[src/rtl/hilo_muldiv_controller_pkg.sv]
// Shared definitions for the Hi/Lo multiply/divide sequencer: operation
// codes, sequencer states, datapath width and small op-decode helpers.
package mips_pkg;

    localparam int WIDTH = 32;
    localparam int ITER  = WIDTH;

    typedef enum logic [2:0] {
        OP_MULT  = 3'd0,
        OP_MULTU = 3'd1,
        OP_DIV   = 3'd2,
        OP_DIVU  = 3'd3,
        OP_MTHI  = 3'd4,
        OP_MTLO  = 3'd5
    } op_e;

    typedef enum logic [1:0] {
        IDLE  = 2'd0,
        CALC  = 2'd1,
        WRITE = 2'd2
    } state_e;

    // Codes 6 and 7 are reserved and never start anything.
    function automatic logic op_is_valid(input logic [2:0] op);
        return op <= 3'd5;
    endfunction

    // MULT, MULTU, DIV, DIVU need the iterative datapath.
    function automatic logic op_is_arith(input logic [2:0] op);
        return op <= 3'd3;
    endfunction

    function automatic logic op_is_div(input logic [2:0] op);
        return (op == OP_DIV) || (op == OP_DIVU);
    endfunction

    function automatic logic op_is_signed(input logic [2:0] op);
        return (op == OP_MULT) || (op == OP_DIV);
    endfunction

endpackage

[src/rtl/hilo_muldiv_controller_if.sv]
// Request/response bundle between EX and the Hi/Lo sequencer. The master
// side (EX, flush logic) drives the request; the slave side (sequencer)
// drives status and the Hi/Lo write ports.
interface hilo_muldiv_controller_if #(
    parameter int WIDTH = mips_pkg::WIDTH
);
    logic             start;
    logic [2:0]       op;
    logic [WIDTH-1:0] rs_val;
    logic [WIDTH-1:0] rt_val;
    logic             cancel;
    logic             busy;
    logic             done;
    logic             hi_enable;
    logic             lo_enable;
    logic [WIDTH-1:0] hi_pw;
    logic [WIDTH-1:0] lo_pw;

    modport master (
        output start, op, rs_val, rt_val, cancel,
        input  busy, done, hi_enable, lo_enable, hi_pw, lo_pw
    );

    modport slave (
        input  start, op, rs_val, rt_val, cancel,
        output busy, done, hi_enable, lo_enable, hi_pw, lo_pw
    );
endinterface

[src/rtl/hilo_muldiv_controller_muldiv_iter_datapath.sv]
// Iterative datapath: one shift-add multiply step or one restoring divide
// step per strobe, on operand magnitudes. The sign fix-up is applied to the
// result of the final step so the controller can register it directly.
module muldiv_iter_datapath #(
    parameter int WIDTH = mips_pkg::WIDTH
) (
    input  logic             clk,
    input  logic             reset,
    input  logic             i_load,
    input  logic             i_step,
    input  logic             i_finish,
    input  logic             i_is_div,
    input  logic             i_signed,
    input  logic [WIDTH-1:0] i_a,
    input  logic [WIDTH-1:0] i_b,
    output logic [WIDTH-1:0] o_res_hi,
    output logic [WIDTH-1:0] o_res_lo
);
    // r_acc: product high half / partial remainder
    // r_q:   multiplier shifting out / dividend shifting out, quotient in
    // r_b:   multiplicand / divisor magnitude
    logic [WIDTH-1:0]   r_acc, r_q, r_b;
    logic               r_is_div, r_neg_q, r_neg_r;

    logic [WIDTH-1:0]   w_mag_a, w_mag_b, w_addend;
    logic [WIDTH:0]     w_sum, w_shift;
    logic [WIDTH-1:0]   w_sub, w_div_acc, w_div_q, w_mul_acc, w_mul_q;
    logic [WIDTH-1:0]   w_acc_next, w_q_next;
    logic [WIDTH-1:0]   w_quo_fix, w_rem_fix;
    logic [2*WIDTH-1:0] w_prod, w_prod_fix;
    logic               w_ge;

    assign w_mag_a = (i_signed && i_a[WIDTH-1]) ? -i_a : i_a;
    assign w_mag_b = (i_signed && i_b[WIDTH-1]) ? -i_b : i_b;

    // Shift-add: add the multiplicand when the multiplier LSB is set, then
    // shift the {acc, q} pair right by one.
    assign w_addend  = r_q[0] ? r_b : '0;
    assign w_sum     = {1'b0, r_acc} + {1'b0, w_addend};
    assign w_mul_acc = w_sum[WIDTH:1];
    assign w_mul_q   = {w_sum[0], r_q[WIDTH-1:1]};

    // Restoring divide: the shifted remainder is below 2*divisor, so when it
    // is >= divisor the true difference fits in WIDTH bits.
    assign w_shift   = {r_acc, r_q[WIDTH-1]};
    assign w_ge      = w_shift[WIDTH] || (w_shift[WIDTH-1:0] >= r_b);
    assign w_sub     = w_shift[WIDTH-1:0] - r_b;
    assign w_div_acc = w_ge ? w_sub : w_shift[WIDTH-1:0];
    assign w_div_q   = {r_q[WIDTH-2:0], w_ge};

    assign w_acc_next = r_is_div ? w_div_acc : w_mul_acc;
    assign w_q_next   = r_is_div ? w_div_q   : w_mul_q;

    assign w_prod     = {w_acc_next, w_q_next};
    assign w_prod_fix = r_neg_q ? -w_prod : w_prod;
    assign w_quo_fix  = r_neg_q ? -w_q_next : w_q_next;
    assign w_rem_fix  = r_neg_r ? -w_acc_next : w_acc_next;

    // Results are only meaningful alongside the final step; hold them at 0
    // otherwise so the wide negators do not toggle during the iterations.
    assign o_res_hi = !i_finish ? '0 : (r_is_div ? w_rem_fix : w_prod_fix[2*WIDTH-1:WIDTH]);
    assign o_res_lo = !i_finish ? '0 : (r_is_div ? w_quo_fix : w_prod_fix[WIDTH-1:0]);

    // Load magnitudes and sign flags on start, advance one iteration per step.
    always_ff @(posedge clk or posedge reset) begin
        if (reset) begin
            r_acc    <= '0;
            r_q      <= '0;
            r_b      <= '0;
            r_is_div <= 1'b0;
            r_neg_q  <= 1'b0;
            r_neg_r  <= 1'b0;
        end else if (i_load) begin
            r_acc    <= '0;
            r_q      <= w_mag_a;
            r_b      <= w_mag_b;
            r_is_div <= i_is_div;
            r_neg_q  <= i_signed && (i_a[WIDTH-1] ^ i_b[WIDTH-1]);
            r_neg_r  <= i_signed && i_is_div && i_a[WIDTH-1];
        end else if (i_step) begin
            r_acc    <= w_acc_next;
            r_q      <= w_q_next;
        end
    end

endmodule

[src/rtl/hilo_muldiv_controller.sv]
// Hi/Lo sequencer for MULT/MULTU/DIV/DIVU/MTHI/MTLO. Accepts a request in
// IDLE, iterates the datapath ITER times in CALC, then drives the Hi/Lo
// write ports for exactly one WRITE cycle. busy stalls the pipeline.
module hilo_muldiv_controller #(
    parameter int WIDTH = mips_pkg::WIDTH,
    parameter int ITER  = WIDTH
) (
    input  logic                     clk,
    input  logic                     reset,
    hilo_muldiv_controller_if.slave  bus
);
    import mips_pkg::*;

    localparam int             CW   = (ITER > 1) ? $clog2(ITER) : 1;
    localparam logic [CW-1:0]  LAST = CW'(ITER - 1);

    state_e           r_state, w_state_next;
    logic [CW-1:0]    r_cnt;
    logic             r_busy, r_done, r_hi_en, r_lo_en;
    logic [WIDTH-1:0] r_hi_pw, r_lo_pw;

    logic             w_busy_next, w_done_next, w_hi_en_next, w_lo_en_next;
    logic [WIDTH-1:0] w_hi_pw_next, w_lo_pw_next;
    logic             w_load, w_step, w_finish;
    logic             w_accept, w_div_zero, w_is_div, w_signed;
    logic [WIDTH-1:0] w_res_hi, w_res_lo;

    assign w_accept   = bus.start && op_is_valid(bus.op) && !bus.cancel;
    assign w_is_div   = op_is_div(bus.op);
    assign w_signed   = op_is_signed(bus.op);
    assign w_div_zero = w_is_div && (bus.rt_val == '0);

    muldiv_iter_datapath #(
        .WIDTH (WIDTH)
    ) u_datapath (
        .clk      (clk),
        .reset    (reset),
        .i_load   (w_load),
        .i_step   (w_step),
        .i_finish (w_finish),
        .i_is_div (w_is_div),
        .i_signed (w_signed),
        .i_a      (bus.rs_val),
        .i_b      (bus.rt_val),
        .o_res_hi (w_res_hi),
        .o_res_lo (w_res_lo)
    );

    // State and iteration counter.
    always_ff @(posedge clk or posedge reset) begin
        if (reset) begin
            r_state <= IDLE;
            r_cnt   <= '0;
        end else begin
            r_state <= w_state_next;
            if (w_load)
                r_cnt <= '0;
            else if (w_step)
                r_cnt <= r_cnt + CW'(1);
        end
    end

    // Next state, datapath strobes and the next values of every registered output.
    always_comb begin
        w_state_next = r_state;
        w_load       = 1'b0;
        w_step       = 1'b0;
        w_finish     = 1'b0;
        w_hi_en_next = 1'b0;
        w_lo_en_next = 1'b0;
        w_hi_pw_next = r_hi_pw;
        w_lo_pw_next = r_lo_pw;
        case (r_state)
            IDLE: begin
                if (w_accept) begin
                    if (op_is_arith(bus.op) && !w_div_zero) begin
                        w_load       = 1'b1;
                        w_state_next = CALC;
                    end else begin
                        // MTHI/MTLO and divide-by-zero skip the iterations;
                        // divide-by-zero writes neither register.
                        w_state_next = WRITE;
                        if (bus.op == OP_MTHI) begin
                            w_hi_en_next = 1'b1;
                            w_hi_pw_next = bus.rs_val;
                        end
                        if (bus.op == OP_MTLO) begin
                            w_lo_en_next = 1'b1;
                            w_lo_pw_next = bus.rs_val;
                        end
                    end
                end
            end
            CALC: begin
                if (bus.cancel) begin
                    w_state_next = IDLE;
                end else begin
                    w_step = 1'b1;
                    if (r_cnt == LAST) begin
                        w_finish     = 1'b1;
                        w_state_next = WRITE;
                        w_hi_en_next = 1'b1;
                        w_lo_en_next = 1'b1;
                        w_hi_pw_next = w_res_hi;
                        w_lo_pw_next = w_res_lo;
                    end
                end
            end
            WRITE: begin
                w_state_next = IDLE;
            end
            default: begin
                w_state_next = IDLE;
            end
        endcase
        w_busy_next = (w_state_next != IDLE);
        w_done_next = (w_state_next == WRITE);
    end

    // Output registers; pw values hold between writes.
    always_ff @(posedge clk or posedge reset) begin
        if (reset) begin
            r_busy  <= 1'b0;
            r_done  <= 1'b0;
            r_hi_en <= 1'b0;
            r_lo_en <= 1'b0;
            r_hi_pw <= '0;
            r_lo_pw <= '0;
        end else begin
            r_busy  <= w_busy_next;
            r_done  <= w_done_next;
            r_hi_en <= w_hi_en_next;
            r_lo_en <= w_lo_en_next;
            r_hi_pw <= w_hi_pw_next;
            r_lo_pw <= w_lo_pw_next;
        end
    end

    // A squash arriving during WRITE must stop the Hi/Lo capture in that
    // same cycle, so the strobes are masked by cancel on the way out.
    assign bus.busy      = r_busy;
    assign bus.done      = r_done  && !bus.cancel;
    assign bus.hi_enable = r_hi_en && !bus.cancel;
    assign bus.lo_enable = r_lo_en && !bus.cancel;
    assign bus.hi_pw     = r_hi_pw;
    assign bus.lo_pw     = r_lo_pw;

endmodule
[src/flat_wrapper.sv]
// flat-port wrapper written by rule: the top's interface ports become plain ports
module hilo_muldiv_controller_flat import mips_pkg::*;
#(
    parameter int WIDTH = mips_pkg::WIDTH,
    parameter int ITER  = WIDTH
)
  (clk, reset, bus_start, bus_op, bus_rs_val, bus_rt_val, bus_cancel, bus_busy, bus_done, bus_hi_enable, bus_lo_enable, bus_hi_pw, bus_lo_pw);
  hilo_muldiv_controller_if #(.WIDTH(WIDTH)) bus_i ();
  input  logic clk;
  input  logic reset;
  input wire logic [$bits(bus_i.start)-1:0] bus_start;
  input wire logic [$bits(bus_i.op)-1:0] bus_op;
  input wire logic [$bits(bus_i.rs_val)-1:0] bus_rs_val;
  input wire logic [$bits(bus_i.rt_val)-1:0] bus_rt_val;
  input wire logic [$bits(bus_i.cancel)-1:0] bus_cancel;
  output wire logic [$bits(bus_i.busy)-1:0] bus_busy;
  output wire logic [$bits(bus_i.done)-1:0] bus_done;
  output wire logic [$bits(bus_i.hi_enable)-1:0] bus_hi_enable;
  output wire logic [$bits(bus_i.lo_enable)-1:0] bus_lo_enable;
  output wire logic [$bits(bus_i.hi_pw)-1:0] bus_hi_pw;
  output wire logic [$bits(bus_i.lo_pw)-1:0] bus_lo_pw;
  assign bus_i.start = bus_start;
  assign bus_i.op = bus_op;
  assign bus_i.rs_val = bus_rs_val;
  assign bus_i.rt_val = bus_rt_val;
  assign bus_i.cancel = bus_cancel;
  assign bus_busy = bus_i.busy;
  assign bus_done = bus_i.done;
  assign bus_hi_enable = bus_i.hi_enable;
  assign bus_lo_enable = bus_i.lo_enable;
  assign bus_hi_pw = bus_i.hi_pw;
  assign bus_lo_pw = bus_i.lo_pw;
  hilo_muldiv_controller #(.WIDTH(WIDTH), .ITER(ITER)) u_core (.clk(clk), .reset(reset), .bus(bus_i));
endmodule
[config.mk]
export PLATFORM = sky130hd
export DESIGN_NAME = hilo_muldiv_controller_flat
export DESIGN_NICKNAME = d
export VERILOG_FILES = /design/src/rtl/hilo_muldiv_controller_pkg.sv /design/src/rtl/hilo_muldiv_controller_if.sv /design/src/rtl/hilo_muldiv_controller_muldiv_iter_datapath.sv /design/src/rtl/hilo_muldiv_controller.sv /design/src/flat_wrapper.sv
export SDC_FILE = /design/constraint.sdc
export NUM_CORES = 1
export LEC_CHECK = 0
export CORE_UTILIZATION = 55
export CTS_CLUSTER_SIZE = 16
export DETAILED_ROUTE_END_ITERATION = 8
export HOLD_SLACK_MARGIN = 0.03
export PLACE_DENSITY = 0.83
export SKIP_CTS_REPAIR_TIMING = 1
export SLEW_MARGIN = 20
export SYNTH_ARGS = -nofsm -noshare
export SYNTH_HDL_FRONTEND = slang
export SYNTH_SLANG_ARGS = --single-unit
export TNS_END_PERCENT = 5
[constraint.sdc]
create_clock -name clk -period 10.85 [get_ports clk]
set_clock_uncertainty 0.2 [all_clocks]
set_input_delay 2.17 -clock clk [delete_from_list [all_inputs] [get_ports clk]]
set_output_delay 2.17 -clock clk [all_outputs]
set_load 0.02 [all_outputs]
==> qor.txt <==
Status - complete, no violations
Critical path arrival - 6.74 ns
Overall routing resource usage - 0.4070
Number of max-cap violations - 0
Largest net degree at the start of global routing - 90
Share of cells above drive strength 1 - 0.05550
I/O pin total - 139
Clock buffer depth - 2
# rows - 61
EDFF count, synth - 0
ANT nets after route - 0
Final Critical Period - 6.552 ns
Hold Path Class - reg2reg
Period utilisation layout - 0.6039
Placer congestion estimate - 1.028
CTS clk-pin slew, worst paths - 0.08 ns
Crit. End Element - flop
Final max-slew violation count - 0
Die height - 170.2 µm
Final wirelength - 58660 µm
# setup viols final - 0
P_leak - 7.215 nW
Starting Density - 0.5602
Pwr per Cell Area - 312.5 nW/µm²
Number of antenna violations at the first check in global routing - 0
Syn avg cell area - 7.813 µm²
P&R area growth vs syn - 13.79%
Slew headroom - 0.1731
Core area - 27780 µm²
Syn nets - 2135
Critical path class - reg2reg
Initial DRT Pass Iterations - 6
Cells after synthesis - 1992
Vias - 16750
First-pass GRT wire length - 89540 µm
Fmax achieved - 0.1526 GHz
H-tree Lvls - 4
Worst-Skew Late Latency - 0.46 ns
CP Launch Type - flop
Worst Path Max Fanout - 22
DRC viols - 0
Fin. Hold Viols - 0
Setup Slack @ Placement - 4.275 ns
Number of global-route vias before repair - 15240
Fin Setup TNS - 0 ns
CP Data Required Time - 11.04 ns
Commonest non-fill, non-tap cell in the layout - nand2_1
Vias/cell - 6.836
# port buffers - 138
Clock sinks - 174
Layout Nets - 2202
Area of the mapped netlist - 15560 µm²
Total CTS buffers - 17
Yosys cell types - 101
Commonest non-fill, non-tap cells in the layout - 218 x nand2_1, 177 x nor2_1, 173 x dfrtp_1, 166 x o21ai_0, 142 x a21oi_1
Worst-Margin Slew - 1.240 ns
WL/cell - 23.94 µm
Number of antenna diodes - 0
VDD IR max - 147.1 µV
Async S/R FF share, synth - 1.000
Hold WS - 0.2981 ns
Clk root buf - clkbuf_16
Fill count - 2513
RSZ-0062 raised after global routing - no
Seq/Total Area, Yosys - 0.2798
CTS tree - done
Yosys reg bits - 174
Final WS setup - 4.298 ns
Total of warnings raised by yosys - 0
Die area - 28970 µm²
Initial drt markers - 2782
Synth Flop Type - dfrtp_1
GRT Residual Overflow - 0
Final HPWL DP - 44110 µm
Chip width - 170.2 µm
## worst paths after layout
| check | start | to | slack, ns | depth (start not counted) |
|---|---|---|---|---|
| worst max-delay path | u_core.u_datapath.r_acc[29]$_DFFE_PP0P_ | u_core.bus.hi_pw[26]$_DFFE_PP0P_ | 4.30 | 23 |
| worst min-delay path | u_core.bus.hi_pw[15]$_DFFE_PP0P_ | u_core.bus.hi_pw[15]$_DFFE_PP0P_ | 0.30 | 2 |
| worst max register to register | u_core.u_datapath.r_acc[29]$_DFFE_PP0P_ | u_core.bus.hi_pw[26]$_DFFE_PP0P_ | 4.30 | 23 |
| worst min register to register | u_core.bus.hi_pw[15]$_DFFE_PP0P_ | u_core.bus.hi_pw[15]$_DFFE_PP0P_ | 0.30 | 2 |
| max in group asynchronous | reset | u_core.u_datapath.r_q[9]$_DFFE_PP0P_ | 7.17 | 3 |
| min in group asynchronous | reset | u_core.u_datapath.r_acc[17]$_DFFE_PP0P_ | 1.89 | 2 |
## layer usage
metal,vias to the layer above,global-route usage,share of wire,wire (µm)
li1,7445,-,-,-
met2,1223,0.5684,0.41,24050
met5,-,0,0,0
met3,138,0.08977,0.13,7602
met4,0,0.1547,0.033,1953
met1,7941,0.6042,0.43,25050
## where the power goes
group          total (mW)  internal, mW  switching (mW)
combinational        3.74          1.34            2.40
clock               0.627         0.310           0.317
sequential           1.17         0.898           0.273
## cells in the mapped netlist (all sizes together), types with 15 or more instances
library cell  number  area, µm²
nor4              21      167.7
xnor2             75      656.9
nand2b            16      100.1
mux2i             32      320.3
xor2              76      665.6
inv               71      266.5
o31ai             27      216.5
a31oi             45      302.8
ha                70      875.8
nor2b             15      93.84
nand2            219      824.5
and2              48      300.3
nor3              62      326.6
o211ai            24      193.9
dfrtp            174       4354
and3              21      136.4
a21o              19      142.6
a21oi            144      735.7
o221ai            26      227.7
a22oi             37      292.8
o21ai            176      888.4
clkbuf            80      300.3
nand3             67      340.3
nor2             180      678.2
buf               36      195.2
nand4             21      137.6
## logic make-up (layout without fill, tap and decap cells)
family,Yosys count,count (layout),synth area share
and+or+nand+nor,736,736,0.2319
adders and majority gates,72,72,0.05885
AOI/OAI and AO/OA,635,635,0.2719
muxes,36,36,0.02347
DFF,174,174,0.2798
buffers and inverters,188,268,0.04920
xor gates and xnor gates,151,151,0.08497
## flip-flops by register name (all words and copies together), names as in the netlist
name                        cells
u_core.bus.hi_pw               32
u_core.bus.lo_pw               32
u_core.u_datapath.r_acc        32
u_core.u_datapath.r_b          32
u_core.u_datapath.r_q          32
u_core.r_cnt                    5
u_core.r_state                  2
u_core.bus.busy                 1
u_core.r_done                   1
u_core.r_hi_en                  1
u_core.r_lo_en                  1
u_core.u_datapath.r_is_div      1
u_core.u_datapath.r_neg_q       1
u_core.u_datapath.r_neg_r       1
## final cells by class
cell class | instances | area, µm² | share of cell area
Timing Repair Buffer | 164 | 1577 | 0.08902
Multi-Input combinational cell | 1630 | 10470 | 0.5911
Clock buffer | 19 | 442.9 | 0.02501
Tap cell | 378 | 473.0 | 0.02671
Clock inverter | 13 | 116.4 | 0.006571
Inverter | 72 | 275.3 | 0.01554
Sequential cell | 174 | 4358 | 0.2461
## worst max-delay path: stages (launching register included)
cell	delay (ns)
dfrtp_1	0.43
ha_1	0.39
a21o_1	0.22
a31o_1	0.19
a211oi_1	0.65
o211ai_1	0.18
buf_4	0.24
nor2_2	0.11
buf_4	0.31
a21boi_2	0.15
clkinv_1	0.13
ha_1	0.19
nor3b_1	0.23
o221ai_1	0.17
or2_2	0.37
nor3_1	0.24
nand3_1	0.25
or2_2	0.42
o21ai_1	0.42
a41o_1	0.33
nor3b_1	0.22
and4_1	0.23
nor3_1	0.06
a21oi_1	0.14
## through the flow
stage / total power, mW / std cells / instance area (µm²) / util
global route: 5.842 / 2450 / 17710 / 0.6375
floorplan: 3.587 / 1992 / 15560 / -
detailed placement: 4.771 / 2418 / 17150 / 0.6173
CTS: 5.403 / 2450 / 17710 / 0.6375
finish: 5.534 / 2450 / 17710 / 0.6375
global placement: 4.731 / 2418 / 17150 / 0.6173
Power figures use the tool's default switching activity.
